File: config.mk
export PLATFORM = sky130hd
export DESIGN_NAME = packet_snooper
export DESIGN_NICKNAME = d
export VERILOG_FILES = /design/src/rtl/packet_snooper_pkg.sv /design/src/rtl/packet_snooper_counter.sv /design/src/rtl/packet_snooper.sv
export SDC_FILE = /design/constraint.sdc
export NUM_CORES = 1
export LEC_CHECK = 0
export ABC_AREA = 1
export CAP_MARGIN = 20
export CORE_MARGIN = 3
export CORE_UTILIZATION = 52
export CTS_CLUSTER_SIZE = 14
export DETAILED_ROUTE_END_ITERATION = 8
export PLACE_DENSITY = 0.95
export SLEW_MARGIN = 20
export SYNTH_ARGS = -nofsm -noshare
export SYNTH_HDL_FRONTEND = slang
export SYNTH_SLANG_ARGS = --single-unit
File: constraint.sdc
create_clock -name clk -period 3.4 [get_ports clk]
set_input_delay 0.68 -clock clk [delete_from_list [all_inputs] [get_ports clk]]
set_output_delay 0.68 -clock clk [all_outputs]
set_load 0.01 [all_outputs]
File: src/rtl/packet_snooper_pkg.sv
// Shared types and defaults for the packet snooper: state encoding,
// default datapath widths and statistics counter width.
package packet_snooper_pkg;

  localparam int unsigned DEFAULT_DATA_WIDTH = 64;
  localparam int unsigned DEFAULT_ADDR_WIDTH = 10;
  localparam int unsigned COUNT_WIDTH        = 32;

  typedef enum logic [1:0] {
    IDLE = 2'd0,
    COPY = 2'd1,
    DROP = 2'd2
  } snoop_state_e;

endpackage

File: src/rtl/packet_snooper_counter.sv
// Free-running statistics counter: increments on enable, wraps modulo
// 2^COUNT_WIDTH, asynchronously cleared by rst_n.
module snoop_counter
  import packet_snooper_pkg::*;
(
  input  logic                   clk,
  input  logic                   rst_n,
  input  logic                   inc,
  output logic [COUNT_WIDTH-1:0] count
);

  always_ff @(posedge clk or negedge rst_n) begin
    if (!rst_n) begin
      count <= '0;
    end else if (inc) begin
      count <= count + COUNT_WIDTH'(1);
    end
  end

endmodule

File: src/rtl/packet_snooper.sv
// Passive AXI-Stream tap that copies whole packets into a packet memory
// when downstream is ready, otherwise drops them, and keeps statistics.
module packet_snooper
  import packet_snooper_pkg::*;
#(
  parameter int unsigned DATA_WIDTH = DEFAULT_DATA_WIDTH,
  parameter int unsigned ADDR_WIDTH = DEFAULT_ADDR_WIDTH
) (
  input  logic                  clk,
  input  logic                  rst_n,
  input  logic [DATA_WIDTH-1:0] tap_tdata,
  input  logic                  tap_tvalid,
  input  logic                  tap_tready,
  input  logic                  tap_tlast,
  output logic [ADDR_WIDTH-1:0] wr_addr,
  output logic [DATA_WIDTH-1:0] wr_data,
  output logic                  wr_en,
  output logic                  done,
  input  logic                  mem_ready,
  output logic                  truncated,
  output logic [31:0]           pkt_count,
  output logic [31:0]           drop_count
);

  snoop_state_e          state_q, state_d;
  logic [ADDR_WIDTH-1:0] addr_d;
  logic [DATA_WIDTH-1:0] data_d;
  logic                  wr_en_d, done_d, trunc_d, drop_inc;
  logic                  beat, at_last_addr;

  assign beat         = tap_tvalid && tap_tready;
  assign at_last_addr = (wr_addr == '1);

  // wr_addr doubles as the packet write pointer: in COPY it always holds the
  // last written address, so reaching all-ones means the memory is full.
  always_comb begin
    state_d  = state_q;
    addr_d   = wr_addr;
    data_d   = wr_data;
    wr_en_d  = 1'b0;
    done_d   = 1'b0;
    trunc_d  = 1'b0;
    drop_inc = 1'b0;

    unique case (state_q)
      IDLE: begin
        if (beat) begin
          // mem_ready lags done by a cycle, so a start during done is refused
          if (mem_ready && !done) begin
            wr_en_d = 1'b1;
            addr_d  = '0;
            data_d  = tap_tdata;
            if (tap_tlast) begin
              done_d = 1'b1;
            end else begin
              state_d = COPY;
            end
          end else begin
            drop_inc = 1'b1;
            if (!tap_tlast) begin
              state_d = DROP;
            end
          end
        end
      end

      COPY: begin
        if (beat) begin
          if (!at_last_addr) begin
            wr_en_d = 1'b1;
            addr_d  = wr_addr + ADDR_WIDTH'(1);
            data_d  = tap_tdata;
          end
          if (tap_tlast) begin
            done_d  = 1'b1;
            trunc_d = at_last_addr;
            state_d = IDLE;
          end
        end
      end

      DROP: begin
        if (beat && tap_tlast) begin
          state_d = IDLE;
        end
      end

      default: state_d = IDLE;
    endcase
  end

  always_ff @(posedge clk or negedge rst_n) begin
    if (!rst_n) begin
      state_q   <= IDLE;
      wr_addr   <= '0;
      wr_data   <= '0;
      wr_en     <= 1'b0;
      done      <= 1'b0;
      truncated <= 1'b0;
    end else begin
      state_q   <= state_d;
      wr_addr   <= addr_d;
      wr_data   <= data_d;
      wr_en     <= wr_en_d;
      done      <= done_d;
      truncated <= trunc_d;
    end
  end

  snoop_counter u_pkt_counter (
    .clk   (clk),
    .rst_n (rst_n),
    .inc   (done_d),
    .count (pkt_count)
  );

  snoop_counter u_drop_counter (
    .clk   (clk),
    .rst_n (rst_n),
    .inc   (drop_inc),
    .count (drop_count)
  );

endmodule
==> run summary, run 1 <==
========================================================================================================
Setup violations, final                                                                                0
Path category of the worst min-delay check                                                      in2async
Required arrival time at the worst endpoint                                                      2.72 ns
Post-synthesis instance area                                                                    7184 um2
Count of filler cells inserted in the layout                                                         964
Area of the multi-input gates                                                                   3120 um2
Non-filler cells, final                                                                             1368
Slowest stage cell on the critical path                                                     sky130_fd_sc_hd__clkdlybuf4s50_1
Peak Freq                                                                                     0.4603 GHz
Worst Max-Slew Pin Slew                                                                        0.7193 ns
Cell count after placement                                                                          1336
PostCTS Resize Cnt                                                                                     0
Fraction of final layout cells with drive strength greater than 1                                 4.950%
Starting DRC count in detailed routing                                                               555
Synth warnings                                                                                         0
Hold bufs inserted after CTS                                                                           0
Peak VDD IR                                                                                    0.5203 mV
# nets final                                                                                        1252
Hpwl dp                                                                                         14.28 mm
Critical path peak fanout                                                                              5
Critical-path cell list                                                                     clkdlybuf4s50_1
Worst Setup End Kind                                                                         output port
Max clock buf depth                                                                                    2
PD cells                                                                                    574.2 nW/um2
Final period utilization                                                                          63.90%
Total area of sequential cells                                                                  3578 um2
Final routed wirelength across all metal layers                                                 20.33 mm
Sort of element at the start of the critical path                                              flip-flop
Post-synth top flop                                                                         sky130_fd_sc_hd__dfrtp_1
Post-Syn Nets                                                                                       1039
Largest stage delay on the critical path                                                         0.59 ns
Input/output buffers                                                                                 210
Clock latency on the worst-skew pair                                                             0.43 ns
Via density per instance                                                                           5.113
Final weighted congestion in routability-driven placement                                         0.9253
Sequential fraction of the synthesis area                                                         49.81%
Antenna violations before repair                                                                       0
Total number of clock tree sinks                                                                     143
WP data arrival                                                                                  1.49 ns
Run status                                                                                  finished, final reports clean
Largest net degree at the start of global routing                                                     77
Maxcap violations                                                                                      0
Share of flip-flops with an asynchronous set or reset after synthesis                             100.0%
Number of clock buffers inserted by TritonCTS                                                         17
Buf/Inv on CP                                                                                          1
Post-synth top area cell                                                                    sky130_fd_sc_hd__dfrtp_1
Fraction of post-synthesis cell area in the top cell type by area                                 49.81%
Clock skew after layout                                                                      0.008929 ns
Post-Synthesis Cells                                                                                 966
LEAKAGE                                                                                         4.748 nW
Area growth, synth to finish                                                                      39.05%
Post-CTS repair timing setup buffer count                                                              0
Total global-route track usage                                                                    27.87%
Average instance area after synthesis                                                          7.437 um2
Post-CTS clock slew at the launch and capture registers of the worst setup and hold paths        0.06 ns
Clk Tree Root Cell                                                                          sky130_fd_sc_hd__clkbuf_16
Cell area after layout                                                                          9990 um2
Number of H-tree levels                                                                                4
Cell row count                                                                                        42
Placement-stage cell area                                                                       9382 um2
Pre-antenna DRT Iters                                                                                  5
Starting density of the core                                                                      53.61%
Count of nets left with antenna violations after detail routing                                        0
Top Ports                                                                                            211
Final design utilization                                                                          74.55%
Post-synth EDFFs                                                                                       0
Setup repair after global routing missed its margin                                                false
Horizontal extent of the die                                                                    123.5 um
Via count of the first global-routing pass                                                          6737
Library cells used by synthesis                                                                       24
Critical setup path kind                                                                         reg2out
Vert. Die Dim                                                                                   123.5 um
Placeable core region                                                                          13400 um2
CTS tree                                                                                            done
Number of remaining DRC errors                                                                         0
Hold Fails Final Rpt                                                                                   0
Count leader, synth                                                                         sky130_fd_sc_hd__nand2_1
Minimum period implied by the final worst setup slack                                           2.172 ns
Antenna Diode Count                                                                                    0
Overflow after GRT                                                                                     0
Number of storage elements in the synthesis netlist                                                  143
Number of max-slew violations in the final report                                                      0
Ranking of synthesized cells by instance count                                              499 x sky130_fd_sc_hd__nand2_1, 143 x sky130_fd_sc_hd__dfrtp_1, 100 x sky130_fd_sc_hd__nor2_1
Total die area                                                                                 15260 um2
Total power of the final layout                                                                 5.736 mW
Relative slew slack                                                                               52.04%
Most area-consuming cells after synthesis                                                   sky130_fd_sc_hd__dfrtp_1 50%, sky130_fd_sc_hd__nand2_1 26%, sky130_fd_sc_hd__nor2_1 5.2%
Global-route wire length before repair                                                          32.98 mm
Routed length per placed instance                                                               14.86 um
Accumulated negative setup slack                                                                    0 ns
Vias after detailed routing                                                                         6994
Gate family responsible for the most delay along the worst path                             buffers and inverters
========================================================================================================
-- metrics by stage --
| stage | hold slack (ns) | worst slack [ns] |
|---|---|---|
| floorplan | 0.3844 | 1.747 |
| global placement | 0.4609 | 0.9793 |
| detailed placement | 0.4638 | 0.8930 |
| CTS | 0.2625 | 1.219 |
| global route | 0.2779 | 1.123 |
| finish | 0.2302 | 1.228 |
-- cell type report --
class | instances | area share (%)
clock buffers | 20 | 4.471
clock inverters | 12 | 1.616
inverters | 79 | 2.968
multi-input cells | 723 | 31.24
flip-flops and latches | 143 | 35.82
well taps | 176 | 2.204
repair buffers | 215 | 21.68
-- cells by family after synthesis --
kind of cell | count (synthesis) | synth area share [%]
AO/OA/AOI/OAI | 14 | 1.080
XOR/XNOR | 33 | 4.023
adder cells (fa/ha/maj) | 3 | 0.5225
buffers and inverters | 100 | 6.757
flip-flops | 143 | 49.81
AND/OR/NAND/NOR | 673 | 37.81
-- metal layers --
layer | track usage, % | part of all wire (%) | wire length [um]
met1 | 33.99 | 40 | 8176
met2 | 47.37 | 51 | 10300
met3 | 5.627 | 5.5 | 1115
met4 | 13.22 | 3.7 | 745
met5 | 0 | 0 | 0
-- final timing paths --
| check | cells past startpoint | slack (ns) | start | to |
|---|---|---|---|---|
| max | 1 | 1.23 | u_drop_counter.count[14] | drop_count[14] |
| min | 1 | 0.23 | rst_n | wr_data[10] |
| max reg2reg | 8 | 1.34 | wr_addr[0] | wr_data[31] |
| min reg2reg | 2 | 0.48 | wr_data[12] | wr_data[12] |
| max in group asynchronous | 2 | 2.31 | rst_n | u_pkt_counter.count[5] |
| min in group clk | 2 | 0.48 | wr_data[12] | wr_data[12] |
-- power breakdown --
part / total, mW / switching (mW) / internal [mW]
sequential: 2.30 / 0.248 / 2.05
clock: 1.92 / 0.742 / 1.18
combinational: 1.52 / 0.700 / 0.820
total: 5.74 / 1.69 / 4.05
-- registers in the layout, indices dropped and copies added, names as in the netlist --
register,count
state_q,2
wr_addr,10
u_drop_counter.count,32
done,1
wr_en,1
wr_data,64
u_pkt_counter.count,32
truncated,1
-- layout by cell type (no fill, tap or decap), types with 4 or more instances in the layout --
| cell | n |
|---|---|
| sky130_fd_sc_hd__nand2_1 | 499 |
| sky130_fd_sc_hd__dfrtp_1 | 143 |
| sky130_fd_sc_hd__clkinv_4 | 4 |
| sky130_fd_sc_hd__o21ai_0 | 12 |
| sky130_fd_sc_hd__nand3_1 | 35 |
| sky130_fd_sc_hd__nand3b_1 | 4 |
| sky130_fd_sc_hd__nand4_1 | 13 |
| sky130_fd_sc_hd__clkbuf_16 | 17 |
| sky130_fd_sc_hd__nor2_2 | 10 |
| sky130_fd_sc_hd__xor2_1 | 21 |
| sky130_fd_sc_hd__clkdlybuf4s50_1 | 209 |
| sky130_fd_sc_hd__nor2_1 | 100 |
| sky130_fd_sc_hd__inv_1 | 76 |
| sky130_fd_sc_hd__xnor2_1 | 12 |
Power figures use the tool's default switching activity.
==> run 2: changes to the inputs <==
--- a/config.mk
+++ b/config.mk
@@ -8,10 +8,10 @@
 export ABC_AREA = 1
 export CAP_MARGIN = 20
 export CORE_MARGIN = 3
-export CORE_UTILIZATION = 52
+export CORE_UTILIZATION = 43
 export CTS_CLUSTER_SIZE = 14
 export DETAILED_ROUTE_END_ITERATION = 8
-export PLACE_DENSITY = 0.95
+export PLACE_DENSITY = 0.88
 export SLEW_MARGIN = 20
 export SYNTH_ARGS = -nofsm -noshare
 export SYNTH_HDL_FRONTEND = slang
==> constraint.sdc (replaced) <==
create_clock -name clk -period 1.88 [get_ports clk]
set_input_delay 0.376 -clock clk [delete_from_list [all_inputs] [get_ports clk]]
set_output_delay 0.376 -clock clk [all_outputs]
set_load 0.01 [all_outputs]
==> run summary, run 2 (same netlist as run 1, synthesis figures left out) <==
========================================================================================================
Horizontal extent of the die                                                                    135.3 um   was 123.5 um
Final period utilization                                                                          98.39%
Minimum period implied by the final worst setup slack                                           1.850 ns
Worst flop-to-flop path startpoint                                                            wr_addr[1]   was wr_addr[0]
Vias after detailed routing                                                                         6951   was 6994
Antenna Diode Count                                                                                    0   unchanged
Setup violations, final                                                                                0   unchanged
Required arrival time at the worst endpoint                                                      1.50 ns   was 2.72 ns
Count of nets left with antenna violations after detail routing                                        0   unchanged
Gate family responsible for the most delay along the worst path                             buffers and inverters   unchanged
Register name with the most flops                                                                wr_data   unchanged
Vert. Die Dim                                                                                   135.3 um   was 123.5 um
Maxcap violations                                                                                      0   unchanged
Buf/Inv on CP                                                                                          1   unchanged
Hold Fails Final Rpt                                                                                   0   unchanged
Number of remaining DRC errors                                                                         0   unchanged
Smallest setup slack after layout                                                             0.03030 ns   was 1.228 ns
Clock latency on the worst-skew pair                                                             0.42 ns   was 0.43 ns
LEAKAGE                                                                                         4.869 nW   was 4.748 nW
Max FFs per register                                                                                  64   unchanged
Antenna violations before repair                                                                       0   unchanged
Worst Max-Slew Pin Slew                                                                        0.3868 ns   was 0.7193 ns
Area growth, synth to finish                                                                      42.20%   was 39.05%
Input/output buffers                                                                                 210   unchanged
Post-CTS clock slew at the launch and capture registers of the worst setup and hold paths        0.06 ns   about the same
Critical setup path kind                                                                         reg2out   unchanged
Post-Place Worst Slack                                                                       -0.09800 ns   was 0.8930 ns
Largest net degree at the start of global routing                                                     74   was 77
Number of H-tree levels                                                                                4   unchanged
Starting density of the core                                                                      44.58%   was 53.61%
Setup repair after global routing missed its margin                                                false   unchanged
Peak Freq                                                                                     0.5406 GHz
Starting DRC count in detailed routing                                                               504   was 555
Number of max-slew violations in the final report                                                      0   unchanged
Run status                                                                                  finished, final reports clean   unchanged
Capture instance of the worst register-to-register path                                      wr_data[30]   was wr_data[31]
Via count of the first global-routing pass                                                          6756   was 6737
Number of clock buffers inserted by TritonCTS                                                         17   unchanged
CTS tree                                                                                            done   unchanged
Total number of clock tree sinks                                                                     143   unchanged
Relative slew slack                                                                               74.12%   was 52.04%
Sort of element at the start of the critical path                                              flip-flop   unchanged
Critical path peak fanout                                                                              6   was 5
CP Depth                                                                                               1   unchanged
Pre-antenna DRT Iters                                                                                  8   was 5
Placeable core region                                                                          16120 um2   was 13400 um2
Top Ports                                                                                            211   unchanged
Fraction of final layout cells with drive strength greater than 1                                 7.806%   was 4.950%
Most common cell after layout, fill and taps aside                                          sky130_fd_sc_hd__nand2_1   unchanged
Cell row count                                                                                        46   was 42
Path category of the worst min-delay check                                                      in2async   unchanged
Cell count after placement                                                                          1401   was 1336
Number of cells traversed by the worst register-to-register path                                       8   unchanged
Final routed wirelength across all metal layers                                                 20.03 mm   was 20.33 mm
Largest stage delay on the critical path                                                         0.61 ns   was 0.59 ns
Final design utilization                                                                          63.39%   was 74.55%
Clock skew after layout                                                                       0.01288 ns   was 0.008929 ns
Max clock buf depth                                                                                    2   unchanged
Total power of the final layout                                                                 9.988 mW   was 5.736 mW
Largest registers                                                                           wr_data (64), u_drop_counter.count (32), u_pkt_counter.count (32)   unchanged
Total die area                                                                                 18300 um2   was 15260 um2
WP data arrival                                                                                  1.47 ns   was 1.49 ns
Worst setup path startpoint                                                                   wr_addr[2]   was u_drop_counter.count[14]
Worst reg2reg setup slack                                                                        0.16 ns   was 1.34 ns
PD cells                                                                                    977.7 nW/um2   was 574.2 nW/um2
Via density per instance                                                                           4.851   was 5.113
Hpwl dp                                                                                         14.78 mm   was 14.28 mm
Peak VDD IR                                                                                    0.6304 mV   was 0.5203 mV
Accumulated negative setup slack                                                                    0 ns   unchanged
Routed length per placed instance                                                               13.98 um   was 14.86 um
Total global-route track usage                                                                    22.34%   was 27.87%
Slowest stage cell on the critical path                                                     sky130_fd_sc_hd__clkdlybuf4s50_1   unchanged
# nets final                                                                                        1278   was 1252
Non-filler cells, final                                                                             1433   was 1368
Clk Tree Root Cell                                                                          sky130_fd_sc_hd__clkbuf_16   unchanged
Critical-path cell list                                                                     clkdlybuf4s50_1   unchanged
Final weighted congestion in routability-driven placement                                         0.9243   was 0.9253
Overflow after GRT                                                                                     0   unchanged
Destination of the critical timing path                                                       wr_addr[2]   was drop_count[14]
Worst Setup End Kind                                                                         output port   unchanged
Count of filler cells inserted in the layout                                                        1386   was 964
Commonest cells after routing, fill and taps aside                                          498 x sky130_fd_sc_hd__nand2_1, 208 x sky130_fd_sc_hd__clkdlybuf4s50_1, 135 x sky130_fd_sc_hd__dfrtp_1   was 499 x sky130_fd_sc_hd__nand2_1, 209 x sky130_fd_sc_hd__clkdlybuf4s50_1, 143 x sky130_fd_sc_hd__dfrtp_1
Global-route wire length before repair                                                          32.89 mm   was 32.98 mm
========================================================================================================
## run 2: cell types whose count changed in the layout (fill, tap and decap cells not counted), sizes merged
cell / before / now
inv: 80 / 83
clkbuf: 20 / 19
dlymetal6s2s: 0 / 1
dlygate4sd3: 0 / 1
bufinv: 3 / 0
buf: 6 / 31
clkdlybuf4s50: 209 / 208
## run 2: area by class of cell
type | instances | area [um2] | area share (%)
Clock buffer | 19 | 442.9 | 4.336
Tap cell | 216 | 270.3 | 2.645
Timing Repair Buffer | 241 | 2404 | 23.53
Inverter | 79 | 296.5 | 2.903
Multi-Input combinational cell | 723 | 3128 | 30.62
Clock inverter | 12 | 86.33 | 0.8451
Sequential cell | 143 | 3588 | 35.13
## run 2: what timing repair did
action                                  4_1_cts  5_1_grt
endpoints found under the hold margin        29        0
endpoints found under the setup margin        1       16
hold buffers                                  1        0
gates resized for setup                       1       11
buffers inserted                              0        0
## run 2: routing by layer
metal,GRT usage [%],vias up,part of all wire [%],routed length (um)
met3,5.386,35,5.6,1129
met1,27.28,3272,41,8240
met4,5.879,0,1.7,346
met2,39.66,224,51,10310
met5,0,-,0,0
li1,-,3420,-,-
## run 2: per-stage QoR
| stage | cell area [um2] | hold WS (ns) |
|---|---|---|
| floorplan | 7184 | 0.08041 |
| global placement | 9657 | 0.2921 |
| detailed placement | 9657 | 0.2924 |
| CTS | 10200 | 0.4273 |
| global route | 10220 | 0.4353 |
| finish | 10220 | 0.4223 |
## run 2: how the worst min path moves through the flow
stage           from          end  slack, ns  cells past startpoint
3_5_place_dp   rst_n  wr_data[15]       0.29                      1
4_1_cts        rst_n  wr_data[19]       0.43                      2
6_report       rst_n  wr_data[24]       0.42                      2
3_3_place_gp   rst_n  wr_data[29]       0.29                      1
5_1_grt        rst_n  wr_data[10]       0.44                      2
2_1_floorplan  rst_n         done       0.08                      0
## run 2: power breakdown
group / switching, mW / internal [mW]
Clock: 1.33 / 1.72
Sequential: 0.435 / 3.71
Combinational: 1.27 / 1.52
